===== config.mk =====
export PLATFORM = sky130hd
export DESIGN_NAME = exception_unit
export DESIGN_NICKNAME = d
export VERILOG_FILES = /design/src/rtl/exception_unit_pkg.sv /design/src/rtl/exc_stage_reg.sv /design/src/rtl/exception_unit.sv
export SDC_FILE = /design/constraint.sdc
export NUM_CORES = 1
export LEC_CHECK = 0
export ABC_AREA = 1
export BUFFER_PORTS_ARGS = -buffer_cell sky130_fd_sc_hd__buf_2
export CAP_MARGIN = 20
export CELL_PAD_IN_SITES_DETAIL_PLACEMENT = 2
export CELL_PAD_IN_SITES_GLOBAL_PLACEMENT = 2
export CORE_ASPECT_RATIO = 1.2
export CORE_MARGIN = 4
export CORE_UTILIZATION = 17
export CTS_CLUSTER_DIAMETER = 80
export DETAILED_ROUTE_END_ITERATION = 10
export GPL_ROUTABILITY_DRIVEN = 0
export GPL_TIMING_DRIVEN = 0
export PLACE_DENSITY = 0.81
export SETUP_SLACK_MARGIN = 0.15
export SYNTH_ARGS = -nofsm -noshare
export SYNTH_HDL_FRONTEND = slang
export SYNTH_SLANG_ARGS = --single-unit

===== constraint.sdc =====
create_clock -name clk -period 1.5 [get_ports clk]
set_input_delay 0.075 -clock clk [delete_from_list [all_inputs] [get_ports clk]]
set_output_delay 0.075 -clock clk [all_outputs]
set_load 0.01 [all_outputs]

===== src/rtl/exception_unit_pkg.sv =====
// Shared definitions for the exception unit: cause offsets, bus layout, FSM states.
// Cause offsets are ordered so that a higher bit index means a higher priority.
package exception_unit_pkg;

    localparam int unsigned CAUSE_W = 6;
    localparam int unsigned EPC_W   = 32;
    localparam int unsigned BADVA_W = 32;
    localparam int unsigned BUS_W   = CAUSE_W + EPC_W + BADVA_W;
    localparam int unsigned CNT_W   = 3;

    localparam int unsigned EXC_OFF_ADDRS   = 0;
    localparam int unsigned EXC_OFF_ADDRL   = 1;
    localparam int unsigned EXC_OFF_TR      = 2;
    localparam int unsigned EXC_OFF_OVF     = 3;
    localparam int unsigned EXC_OFF_SYSCALL = 4;
    localparam int unsigned EXC_OFF_RI      = 5;

    typedef enum logic [1:0] {
        ST_IDLE   = 2'd0,
        ST_REPORT = 2'd1,
        ST_FLUSH  = 2'd2
    } exc_state_e;

    typedef struct packed {
        logic [CAUSE_W-1:0] cause;
        logic [EPC_W-1:0]   epc;
        logic [BADVA_W-1:0] badva;
    } exc_bus_t;

    // One-hot of the highest-priority pending flag.
    function automatic logic [CAUSE_W-1:0] prio_cause(input logic [CAUSE_W-1:0] flags);
        prio_cause = '0;
        for (int i = 0; i < int'(CAUSE_W); i++) begin
            if (flags[i]) prio_cause = CAUSE_W'(1) << i;
        end
    endfunction

endpackage


===== src/rtl/exc_stage_reg.sv =====
// Pipeline carry register for exception flags; clear wins over stall.
module exc_stage_reg #(
    parameter int unsigned W = 6
) (
    input  logic         clk,
    input  logic         reset,
    input  logic         stall,
    input  logic         clear,
    input  logic [W-1:0] flags_i,
    output logic [W-1:0] flags_o
);

    logic [W-1:0] flags_q;

    always_ff @(posedge clk) begin
        if (reset || clear) flags_q <= '0;
        else if (!stall)    flags_q <= flags_i;
    end

    assign flags_o = flags_q;

endmodule


===== src/rtl/exception_unit.sv =====
// Precise exception reporting for a 5-stage pipeline; flags ride with instructions to MEM.
// Optional macro EXC_BADVA_EN fills BadVA with mem_addr for address-error causes.
module exception_unit
    import exception_unit_pkg::*;
#(
    parameter int unsigned FLUSH_CYCLES = 2
) (
    input  logic             clk,
    input  logic             reset,
    input  logic             stall,
    input  logic             pipe_flush,
    input  logic             id_valid,
    input  logic             ex_valid,
    input  logic             mem_valid,
    input  logic             id_ri,
    input  logic             id_syscall,
    input  logic             ex_ovf,
    input  logic             ex_tr,
    input  logic             mem_addrl,
    input  logic             mem_addrs,
    input  logic [EPC_W-1:0] mem_pc,
    input  logic [31:0]      mem_addr,
    output logic [BUS_W-1:0] exception_bus,
    output logic             flush,
    output logic             busy
);

    exc_state_e         state_q, state_d;
    logic [CNT_W-1:0]   cnt_q, cnt_d;
    exc_bus_t           bus_q, bus_d;
    logic               flush_q, flush_d;
    logic               busy_q, busy_d;

    logic [CAUSE_W-1:0] id_flags, ex_flags, mem_flags;
    logic [CAUSE_W-1:0] id_ex_q, ex_mem_q;
    logic               carry_clear;
    logic               exc_present;
    exc_bus_t           report;

    // Flags of each stage's own detection, gated by that stage's valid.
    always_comb begin
        id_flags  = '0;
        ex_flags  = '0;
        mem_flags = '0;
        id_flags[EXC_OFF_RI]      = id_ri;
        id_flags[EXC_OFF_SYSCALL] = id_syscall;
        if (!id_valid) id_flags = '0;
        ex_flags = id_ex_q;
        ex_flags[EXC_OFF_OVF] = id_ex_q[EXC_OFF_OVF] | ex_ovf;
        ex_flags[EXC_OFF_TR]  = id_ex_q[EXC_OFF_TR]  | ex_tr;
        if (!ex_valid) ex_flags = '0;
        mem_flags = ex_mem_q;
        mem_flags[EXC_OFF_ADDRL] = ex_mem_q[EXC_OFF_ADDRL] | mem_addrl;
        mem_flags[EXC_OFF_ADDRS] = ex_mem_q[EXC_OFF_ADDRS] | mem_addrs;
        if (!mem_valid) mem_flags = '0;
    end

    assign carry_clear = pipe_flush || (state_q != ST_IDLE);
    assign exc_present = |mem_flags;

    exc_stage_reg #(.W(CAUSE_W)) u_id_ex (
        .clk     (clk),
        .reset   (reset),
        .stall   (stall),
        .clear   (carry_clear),
        .flags_i (id_flags),
        .flags_o (id_ex_q)
    );

    exc_stage_reg #(.W(CAUSE_W)) u_ex_mem (
        .clk     (clk),
        .reset   (reset),
        .stall   (stall),
        .clear   (carry_clear),
        .flags_i (ex_flags),
        .flags_o (ex_mem_q)
    );

    // Report payload for the instruction currently in MEM.
    always_comb begin
        report       = '0;
        report.cause = prio_cause(mem_flags);
        report.epc   = mem_pc;
`ifdef EXC_BADVA_EN
        if (report.cause[EXC_OFF_ADDRL] || report.cause[EXC_OFF_ADDRS]) report.badva = mem_addr;
`endif
    end

`ifndef EXC_BADVA_EN
    logic unused_mem_addr;
    assign unused_mem_addr = ^mem_addr;
`endif

    always_ff @(posedge clk) begin
        if (reset) begin
            state_q <= ST_IDLE;
            cnt_q   <= '0;
        end else begin
            state_q <= state_d;
            cnt_q   <= cnt_d;
        end
    end

    always_comb begin
        state_d = state_q;
        cnt_d   = cnt_q;
        case (state_q)
            ST_IDLE: begin
                if (exc_present && !stall) state_d = ST_REPORT;
            end
            ST_REPORT: begin
                cnt_d = CNT_W'(1);
                if (FLUSH_CYCLES > 1) state_d = ST_FLUSH;
                else                  state_d = ST_IDLE;
            end
            ST_FLUSH: begin
                if (cnt_q >= CNT_W'(FLUSH_CYCLES - 1)) state_d = ST_IDLE;
                else                                   cnt_d   = cnt_q + CNT_W'(1);
            end
            default: state_d = ST_IDLE;
        endcase
    end

    // Outputs follow the state being entered so they register in step with it.
    always_comb begin
        bus_d   = '0;
        flush_d = 1'b0;
        busy_d  = 1'b0;
        case (state_d)
            ST_REPORT: begin
                bus_d   = report;
                flush_d = 1'b1;
                busy_d  = 1'b1;
            end
            ST_FLUSH: begin
                flush_d = 1'b1;
                busy_d  = 1'b1;
            end
            default: ;
        endcase
    end

    always_ff @(posedge clk) begin
        if (reset) begin
            bus_q   <= '0;
            flush_q <= 1'b0;
            busy_q  <= 1'b0;
        end else begin
            bus_q   <= bus_d;
            flush_q <= flush_d;
            busy_q  <= busy_d;
        end
    end

    assign exception_bus = bus_q;
    assign flush         = flush_q;
    assign busy          = busy_q;

endmodule


==> impl_metrics.csv, run 1 <==
group,metric,value,unit
run_status,status,"finished with violations",
run_status,violations,"negative setup slack",
route,antenna_left,0,
floorplanning,start_util,0.1751,
clock_network,cts_tree,"yes",
sta,finalMaxSlewViolations,0,
layout,n_fill_cell,1200,
clock_network,cts.sinks,50,
clock_network,clk_path_buf_depth,2,
clock_network,clk_pin_slew,0.07,ns
sta,skew,0.007015,ns
synthesis,yosysTopAreaCellShare,0.5384,
grt,grt_pass1_vias,2100,
layout,n_antenna_cell,0,
synthesis,synth_sequential_area_ratio,0.5384,
clock_network,cts_buffers,5,
route,drt-met1-wl,2478,um
route,top_layer,"met4",
power,power_leakage,1.762,nW
clock_network,clockRootBuffer,"clkbuf_16",
synthesis,synth_area_per_cell,8.375,sq um
route,wl_per_cell,13.00,um
synthesis,yosysWarnings,0,
power,peakVddDrop,0.3726,mV
min_path,hp-class,"in2reg",
layout,post-route-util,0.3053,
floorplanning,pin_count,149,
placed_design,dp_hpwl,4619,um
worst_setup_path,reg2reg_to,"exception_bus[37]$_SDFF_PP0_",
floorplanning,die_y,122.6,um
synthesis,synth.area.top_cells,"dfxtp_1 (54%), buf_4 (13%), nor2_1 (9.5%), inv_1 (7.9%), nand2_1 (3.8%)",
sta,clock.fmax,666.4,MHz
grt,grt.total_usage,0.09746,
sta,rsz0062_at_grt,"true",
synthesis,syn_inst,222,
worst_setup_path,regToRegStartpoint,"cnt_q[1]$_SDFFE_PP0P_",
placed_design,io_buffers,83,
job,drv_cap,0,
route,finalWirelength,6629,um
worst_setup_path,criticalPathCategory,"reg2reg",
worst_setup_path,arrival,1.68,ns
worst_setup_path,r2r_cells,10,
route,drt_iter0_drc,45,
layout,nNetsFinal,461,
worst_setup_path,r2r_slack,-0.0006,ns
sta,final.setup.tns,-0.0005890,ns
route,drcViolationCount,0,
placed_design,dpl-instance-area,2596,sq um
sta,setup_viol,1,
worst_setup_path,cp-startpoint,"cnt_q[1]$_SDFFE_PP0P_",
synthesis,synthesis.area,1859,sq um
grt,grt_max_degree,16,
worst_setup_path,startpoint_type,"register",
layout,layout-drive-gt1-share,0.4724,
route,via_count,1856,
worst_setup_path,crit_path_end,"exception_bus[37]$_SDFF_PP0_",
clock_network,cts-htree-levels,2,
synthesis,ys_types,16,
grt,antenna_found_initial,0,
sta,layout_setup_ws,-0.0005890,ns
clock_network,worstSkewPairLatency,0.29,ns
worst_setup_path,cp.required,1.68,ns
floorplanning,dieWidth,103.5,um
floorplanning,dieArea,12680,sq um
synthesis,synth_top_area_cell,"dfxtp_1",
floorplanning,core-area,10620,sq um
sta,finalCritPeriodShare,1.000,
route,wl_met3,539,um
worst_setup_path,cp_max_fo,5,
worst_setup_path,endpoint_kind,"register",
grt,grt-ovfl-total,0,
floorplanning,rows,41,
power,powerDensity,967.2,nW/um^2
route,wl_met2,3527,um
layout,design_area,3242,sq um
synthesis,synth_seq_cells,50,
route,firstDrtPassIters,4,
grt,grt_pass1_wl,9515,um
sta,hold_violations,0,
layout,area_growth_syn_to_layout,74.36,%
sta,min_period,1.501,ns
route,viasPerCell,3.639,
stage by stage:
| stage | worst slack, ns | std cells | hold slack [ns] | total power [mW] |
|---|---|---|---|---|
| 3_5_place_dp | -0.05363 | 465 | 0.2993 | 1.760 |
| 4_1_cts | 0.04770 | 504 | 0.0009203 | 3.137 |
| 5_1_grt | -0.07230 | 510 | 0.006530 | 3.277 |
| 2_1_floorplan | 0.1519 | 253 | 0.1872 | 1.631 |
| 6_report | -0.0005890 | 510 | 0.005141 | 3.136 |
| 3_3_place_gp | 0.007205 | 465 | 0.2896 | 1.742 |
cell type report:
class,instances,area [sq um],share of cell area
Sequential cell,50,1007,0.3107
Timing Repair Buffer,120,800.8,0.2470
Multi-Input combinational cell,128,664.4,0.2049
Buffer,37,297.8,0.09186
Tap cell,129,161.4,0.04979
Inverter,39,146.4,0.04516
Clock buffer,5,125.1,0.03860
Clock inverter,2,38.79,0.01196
state kept, by name, indices dropped and copies added, names as in the netlist:
name and cells:
state_q 2, exception_bus 38, busy 1, cnt_q 3, u_ex_mem.flags_o 4, u_id_ex.flags_o 2
cells in the final DEF (no fill, tap or decap), types with 2 or more instances in the layout:
master	netlist	final
buf_8	0	3
nand3_1	10	8
nor2_1	47	26
ha_4	0	2
a21oi_1	8	8
dfxtp_2	0	5
nand3_2	0	2
inv_2	0	3
inv_1	39	36
dlygate4sd3_1	0	21
nand2_2	1	2
dfxtp_1	50	45
nor2_2	0	20
nor3_1	2	2
buf_4	33	46
conb_1	1	32
nand2_1	19	17
buf_2	1	84
clkbuf_16	0	7
nand4_1	3	3
worst min path at each step:
stage / endpoint / start / cells after the start / slack (ns)
after floorplan: exception_bus[32]$_SDFF_PP0_ / mem_pc[0] / 2 / 0.19
after global placement: exception_bus[63]$_SDFF_PP0_ / mem_pc[31] / 3 / 0.29
after CTS: exception_bus[40]$_SDFF_PP0_ / mem_pc[8] / 3 / 0.0009
after global routing: exception_bus[48]$_SDFF_PP0_ / mem_pc[16] / 3 / 0.007
after detailed placement: exception_bus[60]$_SDFF_PP0_ / mem_pc[28] / 3 / 0.30
final: exception_bus[48]$_SDFF_PP0_ / mem_pc[16] / 3 / 0.005
synth_stat cells (all sizes together):
library cell / instances
nand4: 3
o21ai: 1
conb: 1
nor2: 47
nand3: 10
inv: 39
a21oi: 8
ha: 3
buf: 37
or3: 1
nand2: 20
nor3: 2
dfxtp: 50
logic make-up after synthesis:
family,synth area share
buffers and inverters,0.2328
AOI/OAI and AO/OA,0.02422
and+or+nand+nor,0.1824
DFF,0.5384
adders and majority gates,0.02019
other,0.002017
per-layer routing:
metal  vias to the layer above  global-route usage
met5                         -                   0
met4                         0             0.03158
met3                         5             0.02843
met2                        86              0.1890
met1                       852             0.09607
li1                        913                   -
worst max-delay path: stages (launching register included):
cell	delay (ns)
dfxtp_2	0.35
inv_2	0.05
ha_4	0.16
nor2_4	0.09
nand3_2	0.10
nand2_2	0.10
inv_2	0.06
ha_4	0.19
nand2_8	0.10
clkbuf_16	0.15
nor2_1	0.04
where the power goes:
| group | switching (mW) | internal [mW] |
|---|---|---|
| logic | 0.230 | 0.250 |
| registers | 0.0172 | 1.37 |
| clock network | 0.492 | 0.781 |
| total | 0.740 | 2.40 |
what timing repair did:
action | 4_1_cts | 5_1_grt
cloned | 1 | 3
setup endpoints to repair | 39 | 40
buffers inserted | 10 | 3
pin swaps | 0 | 2
hold endpoints to repair | 21 | 0
gates resized for setup | 12 | 22
hold buffers | 21 | 0
No activity file was read; power rests on OpenSTA's default activity.
==> run 2, diff against run 1 <==
Settings changed: MAX_ROUTING_LAYER from default to met4, SKIP_LAST_GASP from default to 1.
==> impl_metrics.csv, run 2 (synthesis gave the netlist of run 1 again) <==
group,metric,value,unit
grt,antenna_found_initial,0,
placed_design,dp_hpwl,4619,um
grt,grt_pass1_wl,9501,um
layout,final_cell_mix,"buf_2 (84), buf_4 (46), dfxtp_1 (45), inv_1 (36), conb_1 (32)",
clock_network,cts.sinks,50,
grt,grt_max_degree,16,
placed_design,dp_cells,465,
clock_network,cts-htree-levels,2,
route,wl_per_cell,12.98,um
clock_network,cts_buffers,5,
worst_setup_path,endpoint_kind,"register",
grt,grt_pass1_vias,2099,
layout,n_antenna_cell,0,
worst_setup_path,r2r_slack,-0.0008,ns
placed_design,io_buffers,83,
floorplanning,dieArea,12680,sq um
layout,post-route-util,0.3058,
floorplanning,dieWidth,103.5,um
clock_network,clockRootBuffer,"clkbuf_16",
floorplanning,die_y,122.6,um
worst_setup_path,cp_max_fo,5,
worst_setup_path,criticalPathCategory,"reg2reg",
clock_network,cts_tree,"yes",
floorplanning,pin_count,149,
floorplanning,rows,41,
route,finalWirelength,6620,um
min_path,hp-class,"in2reg",
layout,nNetsFinal,461,
worst_setup_path,startpoint_type,"register",
route,antenna_left,0,
layout,layout_commonest_cell,"buf_2",
sta,skew,0.006938,ns
sta,clock.fmax,666.3,MHz
layout,largest_register_ffs,38,
clock_network,clk_path_buf_depth,2,
route,via_count,1867,
layout,layout-drive-gt1-share,0.4751,
power,peakVddDrop,0.3726,mV
route,drcViolationCount,0,
sta,setup_viol,1,
route,firstDrtPassIters,4,
grt,grt.total_usage,0.1002,
power,powerDensity,965.9,nW/um^2
layout,layoutNonFillerInstCount,510,
worst_setup_path,arrival,1.68,ns
floorplanning,start_util,0.1751,
sta,finalCritPeriodShare,1.001,
floorplanning,core-area,10620,sq um
sta,rsz0062_at_grt,"true",
power,power_leakage,1.762,nW
sta,min_period,1.501,ns
run_status,status,"finished with violations",
route,drt_iter0_drc,46,
sta,finalMaxSlewViolations,0,
run_status,violations,"negative setup slack",
sta,hold_violations,0,
sta,layout_setup_ws,-0.0007815,ns
grt,grt-ovfl-total,0,
layout,area_growth_syn_to_layout,74.63,%
clock_network,worstSkewPairLatency,0.29,ns
job,drv_cap,0,
worst_setup_path,cp.required,1.68,ns
clock_network,clk_pin_slew,0.07,ns
route,viasPerCell,3.661,
## run 2: repair_timing
action / in CTS / in global routing
setup endpoints to repair: 39 / 40
gates resized for setup: 12 / 23
setup buffers: 10 / 3
hold endpoints to repair: 21 / 0
pin swaps: 0 / 2
gates cloned: 1 / 3
hold buffers: 21 / 0
## run 2: where the power goes
group,internal (mW),switching (mW),total [mW]
Clock,0.781,0.492,1.27
Sequential,1.37,0.0172,1.38
Combinational,0.250,0.231,0.480
Total,2.40,0.740,3.14
## run 2: cell type report
type | count | area (sq um)
Inverter | 39 | 146.4
Buffer | 37 | 297.8
Clock inverter | 2 | 38.79
Tap cell | 129 | 161.4
Multi-Input combinational cell | 128 | 669.4
Clock buffer | 5 | 125.1
Sequential cell | 50 | 1007
Fill cell | 1202 | 7372
Timing Repair Buffer | 120 | 800.8
## run 2: layer usage
metal / global-route usage / vias to the layer above / routed length (um)
met3: 0.02217 / 7 / 458
met5: - / - / 0
met4: 0.03158 / 0 / 65
met1: 0.1002 / 857 / 2555
met2: 0.1886 / 89 / 3540
li1: - / 914 / -
## run 2: worst paths after layout
| check | startpoint | cells past startpoint | end |
|---|---|---|---|
| worst max register to register | cnt_q[1]$_SDFFE_PP0P_ | 10 | exception_bus[37]$_SDFF_PP0_ |
| worst min-delay path | mem_pc[16] | 3 | exception_bus[48]$_SDFF_PP0_ |
| worst max-delay path | cnt_q[1]$_SDFFE_PP0P_ | 10 | exception_bus[37]$_SDFF_PP0_ |
| worst min register to register | u_ex_mem.flags_o[5]$_SDFFE_PP0N_ | 1 | exception_bus[68]$_SDFF_PP0_ |
## run 2: metrics by stage
step                      hold slack [ns]     TNS, ns  power (mW)  setup WS, ns  instance area (sq um)
after floorplan                    0.1872           0       1.631        0.1519                   2019
after global routing             0.006552      -1.892       3.278      -0.07230                   3247
after global placement             0.2896           0       1.742      0.007205                   2596
final                            0.005689  -0.0007815       3.136    -0.0007815                   3247
after detailed placement           0.2993      -1.196       1.760      -0.05363                   2596
after CTS                       0.0009203           0       3.137       0.04770                   3105
## run 2: critical path: stages (launching register included)
cell,delay (ns)
dfxtp_2,0.35
inv_2,0.05
ha_4,0.16
nor2_4,0.09
nand3_2,0.10
nand2_2,0.10
inv_2,0.06
ha_4,0.19
nand2_8,0.10
clkbuf_16,0.15
nor2_1,0.04
